===== config.mk =====
export PLATFORM = sky130hd
export DESIGN_NAME = ysyx_25040101_lsu
export DESIGN_NICKNAME = d
export VERILOG_FILES = /design/src/rtl/ysyx_25040101_pkg.sv /design/src/rtl/ysyx_25040101_lsu_align.sv /design/src/rtl/ysyx_25040101_lsu.sv
export SDC_FILE = /design/constraint.sdc
export NUM_CORES = 1
export LEC_CHECK = 0
export CORE_AREA = 4 4 115 117
export DETAILED_ROUTE_END_ITERATION = 12
export DIE_AREA = 0 0 119 121
export PLACE_DENSITY = 0.79
export SLEW_MARGIN = 5
export SYNTH_ARGS = -nofsm -noshare
export SYNTH_HDL_FRONTEND = slang
export SYNTH_SLANG_ARGS = --single-unit
export TNS_END_PERCENT = 30

===== constraint.sdc =====
create_clock -name clk_i -period 2.7 [get_ports clk_i]
set_clock_uncertainty 0.2 [all_clocks]
set_input_delay 0.54 -clock clk_i [delete_from_list [all_inputs] [get_ports clk_i]]
set_output_delay 0.54 -clock clk_i [all_outputs]
set_load 0.005 [all_outputs]

===== src/rtl/ysyx_25040101_pkg.sv =====
// Shared definitions for the LSU: funct3 memory-op encodings, FSM state type,
// default bus timeout and the op legality helper.
package ysyx_25040101_pkg;

  localparam logic [2:0] MEM_B  = 3'b000;
  localparam logic [2:0] MEM_H  = 3'b001;
  localparam logic [2:0] MEM_W  = 3'b010;
  localparam logic [2:0] MEM_BU = 3'b100;
  localparam logic [2:0] MEM_HU = 3'b101;

  localparam int unsigned TIMEOUT_DEFAULT = 255;

  typedef enum logic [1:0] {
    ST_IDLE,
    ST_REQ,
    ST_RESP
  } lsu_state_e;

  // Unsigned variants only exist for loads; 011/110/111 are never legal.
  function automatic logic op_is_legal(input logic [2:0] op, input logic we);
    logic legal;
    case (op)
      MEM_B, MEM_H, MEM_W: legal = 1'b1;
      MEM_BU, MEM_HU:      legal = ~we;
      default:             legal = 1'b0;
    endcase
    return legal;
  endfunction

endpackage


===== src/rtl/ysyx_25040101_lsu_align.sv =====
// Byte-lane logic: store strobe/data placement and load extract/extend.
module ysyx_25040101_lsu_align
  import ysyx_25040101_pkg::*;
(
  input  logic [2:0]  op_i,
  input  logic        we_i,
  input  logic [1:0]  offset_i,
  input  logic [31:0] store_data_i,
  input  logic [31:0] rdata_i,
  output logic [3:0]  wstrb_o,
  output logic [31:0] wdata_o,
  output logic [31:0] load_data_o
);

  logic [4:0]  shamt;
  logic [3:0]  base_strb;
  logic [31:0] rshift;

  assign shamt = {offset_i, 3'b000};

  always_comb begin
    // NOTE: every output gets a default before the case so no latch is inferred.
    base_strb   = 4'b0000;
    load_data_o = '0;
    case (op_i)
      MEM_B:   base_strb = 4'b0001;
      MEM_H:   base_strb = 4'b0011;
      MEM_W:   base_strb = 4'b1111;
      default: base_strb = 4'b0000;
    endcase
    // Lanes beyond byte 3 fall off the word for misaligned accesses.
    wstrb_o = we_i ? (base_strb << offset_i) : 4'b0000;
    wdata_o = store_data_i << shamt;
    rshift  = rdata_i >> shamt;
    case (op_i)
      MEM_B:   load_data_o = {{24{rshift[7]}}, rshift[7:0]};
      MEM_H:   load_data_o = {{16{rshift[15]}}, rshift[15:0]};
      MEM_W:   load_data_o = rshift;
      MEM_BU:  load_data_o = {24'd0, rshift[7:0]};
      MEM_HU:  load_data_o = {16'd0, rshift[15:0]};
      default: load_data_o = '0;
    endcase
  end

endmodule


===== src/rtl/ysyx_25040101_lsu.sv =====
// Load/store unit: one outstanding access, IDLE/REQ/RESP FSM with bus timeout.
// Define YSYX_25040101_LSU_MISALIGN_CHK_EN to fault misaligned H/W accesses.
module ysyx_25040101_lsu
  import ysyx_25040101_pkg::*;
#(
  parameter int unsigned TIMEOUT_CYCLES = TIMEOUT_DEFAULT
) (
  input  logic        clk_i,
  input  logic        rst_n_i,
  input  logic        req_valid_i,
  output logic        req_ready_o,
  input  logic [31:0] alu_result_i,
  input  logic [31:0] store_data_i,
  input  logic [2:0]  mem_op_i,
  input  logic        mem_we_i,
  output logic        resp_valid_o,
  input  logic        resp_ready_i,
  output logic [31:0] resp_data_o,
  output logic        resp_fault_o,
  output logic        bus_req_o,
  output logic        bus_we_o,
  output logic [31:0] bus_addr_o,
  output logic [31:0] bus_wdata_o,
  output logic [3:0]  bus_wstrb_o,
  input  logic        bus_ack_i,
  input  logic        bus_err_i,
  input  logic [31:0] bus_rdata_i
);

  localparam logic [7:0] TIMEOUT_Q = 8'(TIMEOUT_CYCLES);

  lsu_state_e  state_q, state_d;
  logic [31:0] addr_q, addr_d;
  logic [31:0] sdata_q, sdata_d;
  logic [2:0]  op_q, op_d;
  logic        we_q, we_d;
  logic [7:0]  cnt_q, cnt_d;
  logic        bus_req_q, bus_req_d;
  logic        resp_valid_q, resp_valid_d;
  logic        resp_fault_q, resp_fault_d;
  logic [31:0] resp_data_q, resp_data_d;

  logic        accept;
  logic        misalign;
  logic        op_fault;
  logic [31:0] load_data;

  assign req_ready_o = (state_q == ST_IDLE) && rst_n_i;
  assign accept      = req_valid_i && req_ready_o;

`ifdef YSYX_25040101_LSU_MISALIGN_CHK_EN
  assign misalign = ((mem_op_i == MEM_H || mem_op_i == MEM_HU) && alu_result_i[0])
                 || ((mem_op_i == MEM_W) && (alu_result_i[1:0] != 2'b00));
`else
  assign misalign = 1'b0;
`endif

  assign op_fault = !op_is_legal(mem_op_i, mem_we_i) || misalign;

  ysyx_25040101_lsu_align u_align (
    .op_i        (op_q),
    .we_i        (we_q),
    .offset_i    (addr_q[1:0]),
    .store_data_i(sdata_q),
    .rdata_i     (bus_rdata_i),
    .wstrb_o     (bus_wstrb_o),
    .wdata_o     (bus_wdata_o),
    .load_data_o (load_data)
  );

  always_comb begin
    state_d      = state_q;
    addr_d       = addr_q;
    sdata_d      = sdata_q;
    op_d         = op_q;
    we_d         = we_q;
    cnt_d        = cnt_q;
    resp_valid_d = resp_valid_q;
    resp_fault_d = resp_fault_q;
    resp_data_d  = resp_data_q;
    case (state_q)
      ST_IDLE: begin
        if (accept) begin
          addr_d  = alu_result_i;
          sdata_d = store_data_i;
          op_d    = mem_op_i;
          we_d    = mem_we_i;
          cnt_d   = 8'd1;
          if (op_fault) begin
            state_d      = ST_RESP;
            resp_valid_d = 1'b1;
            resp_fault_d = 1'b1;
            resp_data_d  = '0;
          end else begin
            state_d = ST_REQ;
          end
        end
      end
      ST_REQ: begin
        // An ack in the final counted cycle still completes normally.
        if (bus_ack_i) begin
          state_d      = ST_RESP;
          resp_valid_d = 1'b1;
          resp_fault_d = bus_err_i;
          resp_data_d  = (bus_err_i || we_q) ? '0 : load_data;
        end else if (cnt_q == TIMEOUT_Q) begin
          state_d      = ST_RESP;
          resp_valid_d = 1'b1;
          resp_fault_d = 1'b1;
          resp_data_d  = '0;
        end else begin
          cnt_d = cnt_q + 8'd1;
        end
      end
      ST_RESP: begin
        if (resp_ready_i) begin
          state_d      = ST_IDLE;
          resp_valid_d = 1'b0;
          resp_fault_d = 1'b0;
          resp_data_d  = '0;
        end
      end
      default: state_d = ST_IDLE;
    endcase
    bus_req_d = (state_d == ST_REQ);
  end

  // NOTE: synchronous reset lives inside the clocked block; all state uses <= only.
  always_ff @(posedge clk_i) begin
    if (!rst_n_i) begin
      state_q      <= ST_IDLE;
      addr_q       <= '0;
      sdata_q      <= '0;
      op_q         <= MEM_B;
      we_q         <= 1'b0;
      cnt_q        <= '0;
      bus_req_q    <= 1'b0;
      resp_valid_q <= 1'b0;
      resp_fault_q <= 1'b0;
      resp_data_q  <= '0;
    end else begin
      state_q      <= state_d;
      addr_q       <= addr_d;
      sdata_q      <= sdata_d;
      op_q         <= op_d;
      we_q         <= we_d;
      cnt_q        <= cnt_d;
      bus_req_q    <= bus_req_d;
      resp_valid_q <= resp_valid_d;
      resp_fault_q <= resp_fault_d;
      resp_data_q  <= resp_data_d;
    end
  end

  assign bus_req_o    = bus_req_q;
  assign bus_we_o     = we_q;
  assign bus_addr_o   = addr_q;
  assign resp_valid_o = resp_valid_q;
  assign resp_fault_o = resp_fault_q;
  assign resp_data_o  = resp_data_q;

endmodule


* Word-level counts from Yosys, hierarchy flattened *
Index checks and enable logic that the tools add are counted.

word-level totals
  register bits after elaboration = 113
  bits in latches = 0
  logic and storage cells = 75
  memories = 0
  bits in read-only memories = 0
  bits of input ports = 106
  memory bits (writable) = 0

operators by class
  $lt $le $gt $ge = 0
  div/mod/pow operators = 0
  multiplexer cells = 29
  shift operators = 3
  bitwise logic cells = 1
  reduce and logical (&&, ||, !) cells = 13
  $add $sub $neg = 1
  equality and inequality tests = 18
  multipliers = 0

operators by type and width
  operator                                                         number
  32-bit two-way mux                                               6
  32-bit case mux with 5 select lines                              1
  32-bit case mux with 3 select lines                              1
  32-bit by 5-bit left shift with 32-bit output                    1
  32-bit by 5-bit >> shifter with 32-bit output                    1
  8-bit two-way mux                                                3
  8-bit case mux with 2 select lines                               1
  3-bit == test, second input constant                             4
  4-bit case mux with 3 select lines                               1
  2-bit two-way mux                                                5
  2-bit != test, second input constant                             5
  8-bit by 1-bit adder with 8-bit output, second input constant    1
  8-bit == test, second input constant                             1
  3-bit by 1-bit == test with 1-bit output, second input constant  2
  3-bit by 2-bit == test with 1-bit output, second input constant  2
  3-bit zero test                                                  2
  1-bit two-way mux                                                6
  1-bit case mux with 3 select lines                               2
  2-bit case mux with 3 select lines                               1
  5-bit AND reduction                                              1
  2-bit by 1-bit == test with 1-bit output, second input constant  2
  4-bit two-way mux                                                1
  4-bit AND reduction                                              1
  4-bit by 2-bit left shift with 4-bit output                      1
  12 further kinds                                                 13

* Longest topological paths before layout *
  word-level depth = 7
  mapped depth = 8
  mapped depth without buffers = 6

* Hierarchy *
Synthesis repeated with hierarchy kept, for this count alone.

unflattened totals
  cells, all modules = 637
  area, all modules = 5302.6 um^2

by module, submodules not included
  module                   cells an instance  seq. area each (um^2)  times used  area each (um^2)
  ysyx_25040101_lsu        447                2262.2                 1           3962.6
  ysyx_25040101_lsu_align  190                0.0                    1           1340.0

* Worst setup path after synthesis *
No wires, ideal clock.

  path type = register to output
  from = register addr_q[1], in the netlist bus_addr_o[1]
  to = output port bus_wstrb_o[3]
  data arrival time = 1.446 ns
  required time = 1.960 ns
  stages on the path, launching flop included = 7
  path buffers = 4
  path slack = 0.514 ns
  cell sequence = dfxtp_1 > buf_2 > buf_2 > buf_2 > buf_2 > o21ai_0 > a21oi_1

on the way
  cells in the longest elaborated chain, start to end = 2

RTL lines
  element                                      line                           source
  start, declared                              ysyx_25040101_lsu.sv:33        logic [31:0] addr_q, addr_d;
  start signal, assigned                       ysyx_25040101_lsu.sv:143       addr_q <= addr_d;
  4-bit by 2-bit left shift with 4-bit output  ysyx_25040101_lsu_align.sv:32  wstrb_o = we_i ? (base_strb << offset_i) : 4'b0000;
  4-bit two-way mux                            ysyx_25040101_lsu_align.sv:32
  end, declared                                ysyx_25040101_lsu.sv:24        output logic [3:0] bus_wstrb_o,

No other way between the ends.

* Worst setup path in the final report *
  from = register addr_q[1], in the netlist bus_addr_o[1]
  to = output port bus_wdata_o[26]

on the way
  cells in the longest elaborated chain, start to end = 1

RTL lines
  element                                        line                           source
  32-bit by 5-bit left shift with 32-bit output  ysyx_25040101_lsu_align.sv:33  wdata_o = store_data_i << shamt;
  end, declared                                  ysyx_25040101_lsu.sv:23        output logic [31:0] bus_wdata_o,

No other way between the ends.

==> results by group <==
Status
  – Status: finished, final reports clean

Synth
  – Post-synth net total: 736
  – Avg Inst Size Synth: 8.19 um^2
  – XOR/XNOR Fraction of Synth Area: 1.02%
  – Mapped Area: 5150 um^2
  – Simple-Gate Fraction of Synth Area: 27.4%
  – Synth Instances: 629
  – Post-synth EDFFs: 0
  – Mux share of post-synthesis cell area: 6.82%
  – Synth unique cells: 49
  – Asr flop ratio synth: 0%
  – Seq/Total Area, Yosys: 43.9%
  – #FFs+latches synth: 113
  – Synth Area in Adders: 0.243%
  – Post-synthesis compound-gate area fraction: 15.9%
  – Yosys warns: 0
  – Synth Flop Type: dfxtp_1
  – Largest family of logic cells by synthesized area: simple AND/OR/NAND/NOR gates

Routing
  – 1st-iter DRT viols: 418
  – Vias post-DR: 5,306
  – TritonRoute pass-1 iters: 5
  – DRC: 0
  – DRT antenna net count: 0
  – Via density: 5.27
  – Final wirelength: 17,200 um
  – Avg WL per Cell: 17.0 um

Power
  – Static leakage: 3.34 nW
  – Cell Pwr Density: 604 nW/um^2
  – Maximum vdd drop: 382 uV

Timing
  – Post-route worst setup slack: 69.8 ps
  – Max Clock Freq: 380 MHz
  – Final hold viol count: 0
  – RSZ-0062 raised after global routing: yes
  – Slew HR: 53.9%
  – Max Slew Vio Count: 0
  – Setup TNS Final: 0 ps
  – Tightest Pin Transition: 692 ps
  – Hold WS: 252 ps
  – Final setup vio count: 0
  – Fin crit share: 97.4%
  – Tmin final: 2630 ps

Floorplanning
  – Initial Util: 41.7%
  – Chip height: 121 um
  – Die Wd: 119 um
  – Die area: 14,400 um^2
  – Row count: 41
  – Core area: 12,400 um^2
  – Top Ports: 211

Worst hold path
  – Worst min path class: reg2reg

Clock tree
  – Max clock buf depth: 2
  – CTS clock-pin slew for the worst setup and hold paths: 50 ps
  – Clock Sink Count: 113
  – Clk Latency, worst-skew pair: 410 ps
  – Number of buffers created by CTS: 17
  – CTS tree: done
  – Hold-fix buffers, CTS: 0
  – Clock Tree Root: clkbuf_16
  – H-Tree Depth: 4

Finish
  – Final non-filler cell total: 1,007
  – Commonest non-fill, non-tap cell in the layout: clkdlybuf4s50_1
  – Layout cells sized above 1: 8.51%
  – Nets@finish: 930
  – Synth-to-Final Area Change: 55.4%
  – Most frequent cells in the layout: 199 x clkdlybuf4s50_1, 167 x nand2_1, 110 x dfxtp_1

Critical path
  – CP endpoint kind: primary output
  – Crit path max fanout: 16
  – Crit Path Category: reg2out
  – WP data required: 1960 ps
  – Setup crit start kind: flip-flop
  – CP arrival: 1890 ps

Place
  – Setup WS pre-CTS: 189 ps
  – Post-Place Cells: 975
  – Placer Congestion: 0.862
  – I/O Buffers: 210
  – Detail Placement HPWL: 12,300 um

Flow run
  – Max Cap Viol: 0

Global route
  – GRT Util Overall: 24.0%
  – Grt total ovfl: 0
  – Initial antenna violation count: 0
  – Largest net degree at the start of global routing: 76
  – First-pass GRT wire length: 27,300 um
  – Via count of the first global-routing pass: 5,425
[worst max-delay path, cell delays in order, from the launching register on]
cell	delay (ps)
dfxtp_4	420
buf_8	180
nor2b_1	60
a211oi_1	270
a21oi_1	80
clkdlybuf4s50_1	460
[cells in the mapped netlist, types with 3 or more instances]
library cell  count  area, um^2
a221o_1          17         170
xnor2_1           6        52.6
o21ai_0          21         105
mux2_2            9         101
inv_1             3        11.3
clkbuf_1         27         101
a32o_1            7        70.1
a21oi_1          25         125
a211oi_1         11        82.6
nor2b_1          16         100
and2_1            9        56.3
o2bb2ai_1         7        61.3
buf_1             7        26.3
buf_2            14        70.1
nand2b_1          4        25.0
nor3_1            3        15.0
nand2_1         168         631
nor2_1           24        90.1
nand3_1          71         355
a211o_1           8        70.1
dfxtp_1         113        2260
mux2i_1          25         250
and3_1            4        25.0
[through the flow]
step	area (um^2)	total power, mW	utilization, %
after global routing	8000	5.05	64.7
final	8010	4.83	64.8
after detailed placement	7420	2.80	60.0
after global placement	7420	2.78	60.0
after CTS	7980	4.86	64.5
after floorplan	5150	2.28	-
[flip-flops by register name, indices dropped and copies added, names as in the netlist]
register,cells
resp_data_o,32
sdata_q,32
state_q,2
bus_addr_o,32
resp_fault_o,1
op_q,3
resp_valid_o,1
bus_we_o,1
cnt_q,8
bus_req_o,1
[worst paths after layout]
| path | from | end | slack [ps] | cells past startpoint |
|---|---|---|---|---|
| max | bus_addr_o[1] | bus_wdata_o[26] | 70 | 5 |
| min | sdata_q[18] | sdata_q[18] | 250 | 2 |
| max reg2reg | bus_addr_o[1] | resp_data_o[31] | 440 | 7 |
| min reg2reg | sdata_q[18] | sdata_q[18] | 250 | 2 |
[metal layers]
| metal | vias to the layer above | routed length, um | global-route usage [%] |
|---|---|---|---|
| met5 | - | 0 | 0 |
| met4 | 0 | 480 | 10.9 |
| met3 | 30 | 1510 | 9.70 |
| met2 | 235 | 8330 | 40.8 |
| met1 | 2463 | 6840 | 26.1 |
| li1 | 2578 | - | - |
[power by group]
group          leakage (nW)  total, mW  internal (mW)  switching [mW]
Sequential            0.926       1.86           1.77          0.0831
Clock                 0.266       2.06           1.32           0.740
Combinational          2.15      0.919          0.504           0.416
[cell type report]
| cell class | instances | area, um^2 |
|---|---|---|
| clock inverters | 6 | 57.6 |
| fillers | 1005 | 4360 |
| diodes | 1 | 2.50 |
| inverters | 3 | 11.3 |
| multi-input cells | 462 | 2670 |
| well taps | 172 | 215 |
| repair buffers | 226 | 2300 |
| flip-flops and latches | 113 | 2270 |
| clock buffers | 24 | 482 |
[what timing repair did]
item / CTS / global route
pin swaps: 0 / 0
setup endpoints to repair: 25 / 13
hold endpoints to repair: 0 / 0
resized for setup: 13 / 8
setup buffers: 1 / 0
[cells by family after synthesis]
| family | count (synthesis) |
|---|---|
| muxes | 34 |
| and+or+nand+nor | 310 |
| buffers and inverters | 54 |
| DFF | 113 |
| xor gates and xnor gates | 6 |
| AOI/OAI and AO/OA | 111 |
| adders and majority gates | 1 |
(Power assumes the default switching activity.)
